--- config.mk ---
export PLATFORM = sky130hd
export DESIGN_NAME = fetch_unit
export DESIGN_NICKNAME = d
export VERILOG_FILES = /design/src/rtl/fetch_unit_pkg.sv /design/src/rtl/fetch_unit_pcsel.sv /design/src/rtl/fetch_unit.sv
export SDC_FILE = /design/constraint.sdc
export NUM_CORES = 1
export LEC_CHECK = 0
export ABC_AREA = 1
export BUFFER_PORTS_ARGS = -buffer_cell sky130_fd_sc_hd__buf_2
export CORE_ASPECT_RATIO = 1.5
export CORE_MARGIN = 4
export CORE_UTILIZATION = 36
export CTS_BUF_LIST = sky130_fd_sc_hd__clkbuf_8
export DETAILED_ROUTE_END_ITERATION = 8
export PLACE_DENSITY = 0.61
export SLEW_MARGIN = 20
export SYNTH_ARGS = -nofsm -noshare
export SYNTH_HDL_FRONTEND = slang
export SYNTH_HIERARCHICAL = 1
export SYNTH_SLANG_ARGS = --single-unit
export TNS_END_PERCENT = 50
--- constraint.sdc ---
create_clock -name clk -period 6.01 [get_ports clk]
set_input_delay 0.9015 -clock clk [delete_from_list [all_inputs] [get_ports clk]]
set_output_delay 0.9015 -clock clk [all_outputs]
set_load 0.03 [all_outputs]
--- src/rtl/fetch_unit_pkg.sv ---
// Shared types and defaults for the instruction fetch unit.
package fetch_unit_pkg;

    localparam logic [31:0] RESET_PC_DEFAULT  = 32'h0000_0000;
    localparam logic [31:0] NOP_INSTR_DEFAULT = 32'h0000_0013;

    typedef enum logic [1:0] {
        S_REQ,
        S_WAIT,
        S_HOLD,
        S_DISCARD
    } fetch_state_e;

    typedef enum logic [1:0] {
        PC_HOLD,
        PC_INC,
        PC_TARGET
    } pc_sel_e;

endpackage

--- src/rtl/fetch_unit_pcsel.sv ---
// Next-PC selection: keep the current PC, step by one word, or take a redirect.
module fetch_pcsel
    import fetch_unit_pkg::*;
(
    input  pc_sel_e     sel_i,
    input  logic [31:0] pc_i,
    input  logic [31:0] target_i,
    output logic [31:0] pc_next_o,
    output logic [31:0] pc_plus4_o
);

    // Wraps modulo 2^32; redirect target passes through untouched, low bits included.
    assign pc_plus4_o = pc_i + 32'd4;

    always_comb begin
        pc_next_o = pc_i;
        case (sel_i)
            PC_INC:    pc_next_o = pc_plus4_o;
            PC_TARGET: pc_next_o = target_i;
            default:   pc_next_o = pc_i;
        endcase
    end

endmodule

--- src/rtl/fetch_unit.sv ---
// Single-outstanding instruction fetch with redirect and stall handling.
module fetch_unit
    import fetch_unit_pkg::*;
#(
    parameter logic [31:0] RESET_PC  = RESET_PC_DEFAULT,
    parameter logic [31:0] NOP_INSTR = NOP_INSTR_DEFAULT
) (
    input  logic        clk,
    input  logic        reset,
    input  logic        StallF,
    input  logic        PCSrcE,
    input  logic [31:0] PCTargetE,
    output logic        ImemReqValid,
    input  logic        ImemReqReady,
    output logic [31:0] ImemAddr,
    input  logic        ImemRespValid,
    input  logic [31:0] ImemRespData,
    output logic [31:0] InstrF,
    output logic [31:0] PCF,
    output logic [31:0] PCPlus4F,
    output logic        ValidF
);

    fetch_state_e state_q, state_d;
    logic [31:0]  pc_q, pc_d, pc_plus4;
    logic [31:0]  instr_q, instr_d, pcf_q, pcf_d, pcp4_q, pcp4_d;
    logic         valid_q, valid_d;
    pc_sel_e      pc_sel;
    logic         req_fire;

    fetch_pcsel u_pcsel (
        .sel_i      (pc_sel),
        .pc_i       (pc_q),
        .target_i   (PCTargetE),
        .pc_next_o  (pc_d),
        .pc_plus4_o (pc_plus4)
    );

    assign ImemReqValid = (state_q == S_REQ) && reset;
    assign ImemAddr     = pc_q;
    assign req_fire     = ImemReqValid && ImemReqReady;

    always_comb begin
        state_d = state_q;
        pc_sel  = PCSrcE ? PC_TARGET : PC_HOLD;
        instr_d = instr_q;
        pcf_d   = pcf_q;
        pcp4_d  = pcp4_q;
        valid_d = valid_q;
        case (state_q)
            S_REQ: begin
                // A redirect in the accept cycle leaves a stale response to drain.
                if (req_fire) state_d = PCSrcE ? S_DISCARD : S_WAIT;
            end
            S_WAIT: begin
                if (ImemRespValid && !PCSrcE) begin
                    instr_d = ImemRespData;
                    pcf_d   = pc_q;
                    pcp4_d  = pc_plus4;
                    valid_d = 1'b1;
                    pc_sel  = PC_INC;
                    state_d = S_HOLD;
                end else if (ImemRespValid) begin
                    state_d = S_REQ;
                end else if (PCSrcE) begin
                    state_d = S_DISCARD;
                end
            end
            S_DISCARD: begin
                if (ImemRespValid) state_d = S_REQ;
            end
            S_HOLD: begin
                if (PCSrcE || !StallF) begin
                    valid_d = 1'b0;
                    instr_d = NOP_INSTR;
                    state_d = S_REQ;
                end
            end
            default: state_d = S_REQ;
        endcase
    end

    always_ff @(posedge clk) begin
        if (!reset) begin
            state_q <= S_REQ;
            pc_q    <= RESET_PC;
            instr_q <= NOP_INSTR;
            pcf_q   <= 32'h0;
            pcp4_q  <= 32'h0;
            valid_q <= 1'b0;
        end else begin
            state_q <= state_d;
            pc_q    <= pc_d;
            instr_q <= instr_d;
            pcf_q   <= pcf_d;
            pcp4_q  <= pcp4_d;
            valid_q <= valid_d;
        end
    end

    assign InstrF   = instr_q;
    assign PCF      = pcf_q;
    assign PCPlus4F = pcp4_q;
    assign ValidF   = valid_q;

endmodule

# Word-level counts from Yosys, hierarchy flattened

Index checks and enable logic that the tools add are counted.

Register bits after elaboration: 131
Bits in latches: 0
RAM bits: 0
Bits in read-only memories: 0
Input bits: 70
Output and inout bits: 130
Logic and storage cells: 47
Memories kept: 0

Add/subtract/negate cells: 1
Multiply operators: 0
Divide/modulo/power cells: 0
$lt $le $gt $ge: 0
Eq/ne operators: 10
Shift-type cells: 0
Muxes and demuxes: 18
Bitwise operators: 0
Reductions and logical operators: 12

Operators by type and width:

| cell                  | number |
|---|---|
| $pmux 32 s2           | 2 |
| $mux 32               | 2 |
| $add 32x3->32 const B | 1 |
| $mux 2                | 10 |
| $ne 2x2->1 const B    | 4 |
| $pmux 2 s4            | 1 |
| $eq 2x2->1 const B    | 3 |
| $eq 2x1->1 const B    | 2 |
| $ne 4x4->1 const B    | 1 |
| $reduce_and 4->1      | 1 |
| $reduce_bool 2->1     | 2 |
| $logic_and 1x1->1     | 3 |
| $reduce_and 3->1      | 1 |
| $logic_not 1->1       | 2 |
| $logic_not 2->1       | 1 |
| $mux 1                | 2 |
| $pmux 1 s2            | 1 |
| $reduce_and 2->1      | 1 |
| $logic_or 1x1->1      | 1 |

# Depth between registers and ports, before layout

Depth after elaboration: 6
Mapped depth: 16
Mapped depth without buffers: 13

# Cells and area by module

Netlist, hierarchy kept.

By module, submodules not included:

| module      | instances | cells each | area an instance (um^2) | sequential area each (um^2) |
|---|---|---|---|---|
| fetch_unit  | 1         | 554        | 4456.8                  | 2622.5 |
| fetch_pcsel | 1         | 356        | 1690.4                  | 0.0 |

# Worst setup path before layout

OpenSTA, ideal clock, no wires.

Path type: input to register
From: input PCSrcE
To: register pc_q[27] (netlist: ImemAddr[27])
Library setup time: 57 ps
Data arrival time: 2543 ps
Required time: 5953 ps
Slack: 3410 ps
Stages on the path: 15
Buffers on the path: 3
Cells stage by stage: nor2_1 nand2_2 inv_2 buf_6 buf_6 inv_1 ha_1 inv_2 clkbuf_1 nand3_1 o21ai_0 inv_1 nand2_1 nand2_1 inv_1

Cells in the longest elaborated chain, start to end: 6
Elaborated cells on any way between the ends: 9
Those cells by class: eq/ne: 2; mux: 4; reduce/logical: 3

Ends and longest elaborated chain:

| item                                            | line                   | source |
|---|---|---|
| start: declaration                              | fetch_unit.sv:11       | `input logic PCSrcE,` |
| $logic_not 1->1 (*)                             | fetch_unit.sv:56       | `if (ImemRespValid && !PCSrcE) begin` |
| $logic_and 1x1->1 (*)                           | fetch_unit.sv:56       |  |
| $mux 2 (*)                                      | fetch_unit.sv:56       |  |
| $mux 2 (*)                                      | fetch_unit.sv:50       | `case (state_q)` |
| net pc_sel[0]                                   | fetch_unit.sv:28       | `pc_sel_e pc_sel;` |
| $eq 2x2->1 / $eq 2x1->1 (equally long branches) | fetch_unit_pcsel.sv:17 | `case (sel_i)` |
| $pmux 32 s2 (*)                                 | fetch_unit_pcsel.sv:17 |  |
| net pc_d[27]                                    | fetch_unit.sv:25       | `logic [31:0] pc_q, pc_d, pc_plus4;` |
| end signal: assignment                          | fetch_unit.sv:93       | `pc_q <= pc_d;` |
| end: declaration                                | fetch_unit.sv:25       |  |

Mark *: on every way through the listed nets, which the timed path passes. The rest lies on a longest branch.
A chain may end at the register's enable or synchronous reset.

# Final worst setup path

From: input PCSrcE
To: register pc_q[10] (netlist: ImemAddr[10])

Cells in the longest elaborated chain, start to end: 6
Elaborated cells on any way between the ends: 9
Those cells by class: eq/ne: 2; mux: 4; reduce/logical: 3

Ends and longest elaborated chain:

| item                                            | line |
|---|---|
| $logic_not 1->1                                 | fetch_unit.sv:56 |
| $logic_and 1x1->1                               | fetch_unit.sv:56 |
| $mux 2                                          | fetch_unit.sv:56 |
| $mux 2 (*)                                      | fetch_unit.sv:50 |
| $eq 2x2->1 / $eq 2x1->1 (equally long branches) | fetch_unit_pcsel.sv:17 |
| $pmux 32 s2 (*)                                 | fetch_unit_pcsel.sv:17 |
| net pc_d[10]                                    | fetch_unit.sv:25 |

Marks and branches as above.

==> impl_metrics.env <==
export IMPL_core_um2=16760
export IMPL_slowest_stage="inv_2"
export IMPL_synth_top_family_by_area="simple AND/OR/NAND/NOR gates"
export IMPL_fin_crit_sh_pct=53.96
export IMPL_maxSlewHeadroom_pct=33.35
export IMPL_syn_cell_area_um2=6147
export IMPL_avgSynthCellArea_um2=6.755
export IMPL_finalHoldViolations=0
export IMPL_vias=6035
export IMPL_synth_top_area_cell="dfxtp_1"
export IMPL_r2r_slack_ns=2.91
export IMPL_status="completed"
export IMPL_grt_setup_unrepaired="false"
export IMPL_p_leak_nw=3.767
export IMPL_fin_cells=1305
export IMPL_fp_dieW_um=114.7
export IMPL_clk_pin_slew_ns=0.07
export IMPL_die_area_um2=19270
export IMPL_drc=0
export IMPL_start_util_pct=36.67
export IMPL_yosys_warnings=6
export IMPL_num_rows=58
export IMPL_muxShareOfSynthArea_pct=0
export IMPL_routedWlPerCell_um=13.87
export IMPL_post_dp_cell_area_um2=7164
export IMPL_cts_setup_buffers=0
export IMPL_critPathMaxFanout=51
export IMPL_drive_gt1_share_pct=24.02
export IMPL_ys_types=29
export IMPL_drtIter0Drc=349
export IMPL_ys_seq_elements=131
export IMPL_cts_tree="done"
export IMPL_cts_sinks=131
export IMPL_fin_area_um2=7530
export IMPL_gp_congestion=0.8313
export IMPL_fillers=1830
export IMPL_yosysSeqAreaShare_pct=42.66
export IMPL_cts_buffers=17
export IMPL_cts_root_buf="clkbuf_8"
export IMPL_cts_resized=0
export IMPL_max_freq_mhz=308.4
export IMPL_dp_cells=1275
export IMPL_slew_violations=0
export IMPL_critical_path_class="in -> reg"
export IMPL_diodes=0
export IMPL_setup_violations=0
export IMPL_multi_input_area_um2=2892
export IMPL_syn2layout_area_growth_pct=22.49
export IMPL_final_cell_mix="246 x nand2_1, 199 x buf_2, 164 x nor2_1"
export IMPL_drtPass1Iterations=4
export IMPL_cap_violations=0
export IMPL_grt_overflow_total=0
export IMPL_hold_ws_ns=0.4570
export IMPL_ant_nets=0
export IMPL_min_period_ns=3.243
export IMPL_layout_commonest_cell="nand2_1"
export IMPL_synth_adder_area_share_pct=0.6106
export IMPL_grt_max_degree=103
export IMPL_antenna_found_initial=0
export IMPL_port_buffer_count=199
export IMPL_grt_pass1_vias=5667
export IMPL_netlist_area_leader_share_pct=42.66
export IMPL_synth_xor_area_share_pct=2.463
export IMPL_dp_hpwl_um=12850
export IMPL_async_flop_share_pct=0
export IMPL_crit_required_ns=6.39
export IMPL_grt_use_total_pct=18.94
export IMPL_insertion_delay_ns=0.44
export IMPL_tightest_slew_ns=0.9997
export IMPL_slowest_delay_ns=0.68
export IMPL_setup_worst_path_end_class="flip-flop"
export IMPL_pin_count=200
export IMPL_grt_pass1_wl_um=29250
export IMPL_power_per_cell_area_nw_per_um2=298.6
export IMPL_synthFlopType="dfxtp_1"
export IMPL_peakVddDrop_v=0.0001458
export IMPL_worstPathCellList="buf_2 > nor2_1 > nand2_2 > clkinv_2 > inv_1 > ha_1 > inv_2 > nand2_1 > inv_2 > nand2_1 > o211ai_1 > nand2_1 > inv_1"
export IMPL_die_y_um=168.0
export IMPL_cts_max_level=4
export IMPL_start_kind="input pin"
export IMPL_syn_nets=983
export IMPL_clockBufferDepth=2
export IMPL_crit_top_cell="nand2_1"
export IMPL_worstPathArrival_ns=3.62
export IMPL_final_nets=1157
export IMPL_wirelength_um=18100
export IMPL_fin_skew_ns=0.01427
export IMPL_hold_buffers=0
export IMPL_synth_simple_area_share_pct=33.69
export IMPL_vias_per_cell=4.625
export IMPL_synthTopCellsByArea="dfxtp_1 43%, nand2_1 15%, nor2_1 10%"
export IMPL_finalPower_mw=2.248
export IMPL_regArea_um2=2623
export IMPL_synth_edf_count=0
export IMPL_hold_class="reg -> reg"
export IMPL_fin_tns_setup_ns=0
export IMPL_synth_compound_area_share_pct=10.28
export IMPL_netlist_instances=910
## path summary, 6_finish.rpt
path,endpoint,from,cells past startpoint
hold / removal,InstrF[21]$_SDFFE_PN0P_,InstrF[21]$_SDFFE_PN0P_,2
setup reg to reg,ImemAddr[10]$_SDFF_PN0_,state_q[0]$_SDFFE_PN0P_,13
setup / recovery,ImemAddr[10]$_SDFF_PN0_,PCSrcE,13
hold reg to reg,InstrF[21]$_SDFFE_PN0P_,InstrF[21]$_SDFFE_PN0P_,2
## power by group
part	internal (mW)	total [mW]	switching, mW
logic	0.160	0.542	0.382
clock network	0.369	0.709	0.340
registers	0.942	0.998	0.0563
total	1.47	2.25	0.778
## critical path, delay by kind of cell
family	cells	cell delay, ns
AO/OA/AOI/OAI	1	0.10
AND/OR/NAND/NOR	5	0.64
buffers and inverters	6	1.44
adder cells (fa/ha/maj)	1	0.52
## cell usage after synthesis, drive strengths merged, types with 4 or more instances
cell type	number
o211ai	8
dfxtp	131
buf	22
inv	96
xor2	13
nor2	175
a21oi	31
nand2	255
clkbuf	26
nand3	61
o21ai	80
and2	4
## through the flow
| step | setup WS [ns] | utilization, % |
|---|---|---|
| after floorplan | 3.410 | - |
| after detailed placement | 2.244 | 42.74 |
| after global routing | 2.409 | 44.92 |
| after CTS | 2.724 | 44.92 |
| after global placement | 2.313 | 42.74 |
| final | 2.767 | 44.92 |
## sequential cells by signal, indices dropped and copies added, names as in the netlist
register,cells
PCPlus4F,32
state_q,2
InstrF,32
ImemAddr,32
PCF,32
ValidF,1
## layer usage
metal / vias to the layer above / part of all wire [%] / routed length [um] / track usage, %
met5: - / 0 / 0 / 0
met4: 0 / 1.9 / 348 / 6.180
met3: 22 / 5.7 / 1037 / 4.171
met2: 183 / 51 / 9198 / 33.21
met1: 2670 / 42 / 7515 / 22.73
li1: 3160 / - / - / -
## kinds of logic (layout without fill, tap and decap cells)
| kind of cell | after synthesis | in the layout |
|---|---|---|
| DFF | 131 | 131 |
| adders and majority gates | 3 | 3 |
| buffers and inverters | 144 | 329 |
| xor gates and xnor gates | 13 | 13 |
| AOI/OAI and AO/OA | 121 | 121 |
| and+or+nand+nor | 498 | 498 |
## layout make-up
type | count | area share [%]
well taps | 210 | 3.490
clock inverters | 12 | 1.562
clock buffers | 18 | 3.290
multi-input cells | 635 | 38.40
inverters | 96 | 4.802
repair buffers | 203 | 13.63
flip-flops and latches | 131 | 34.83
Power figures use the tool's default switching activity.
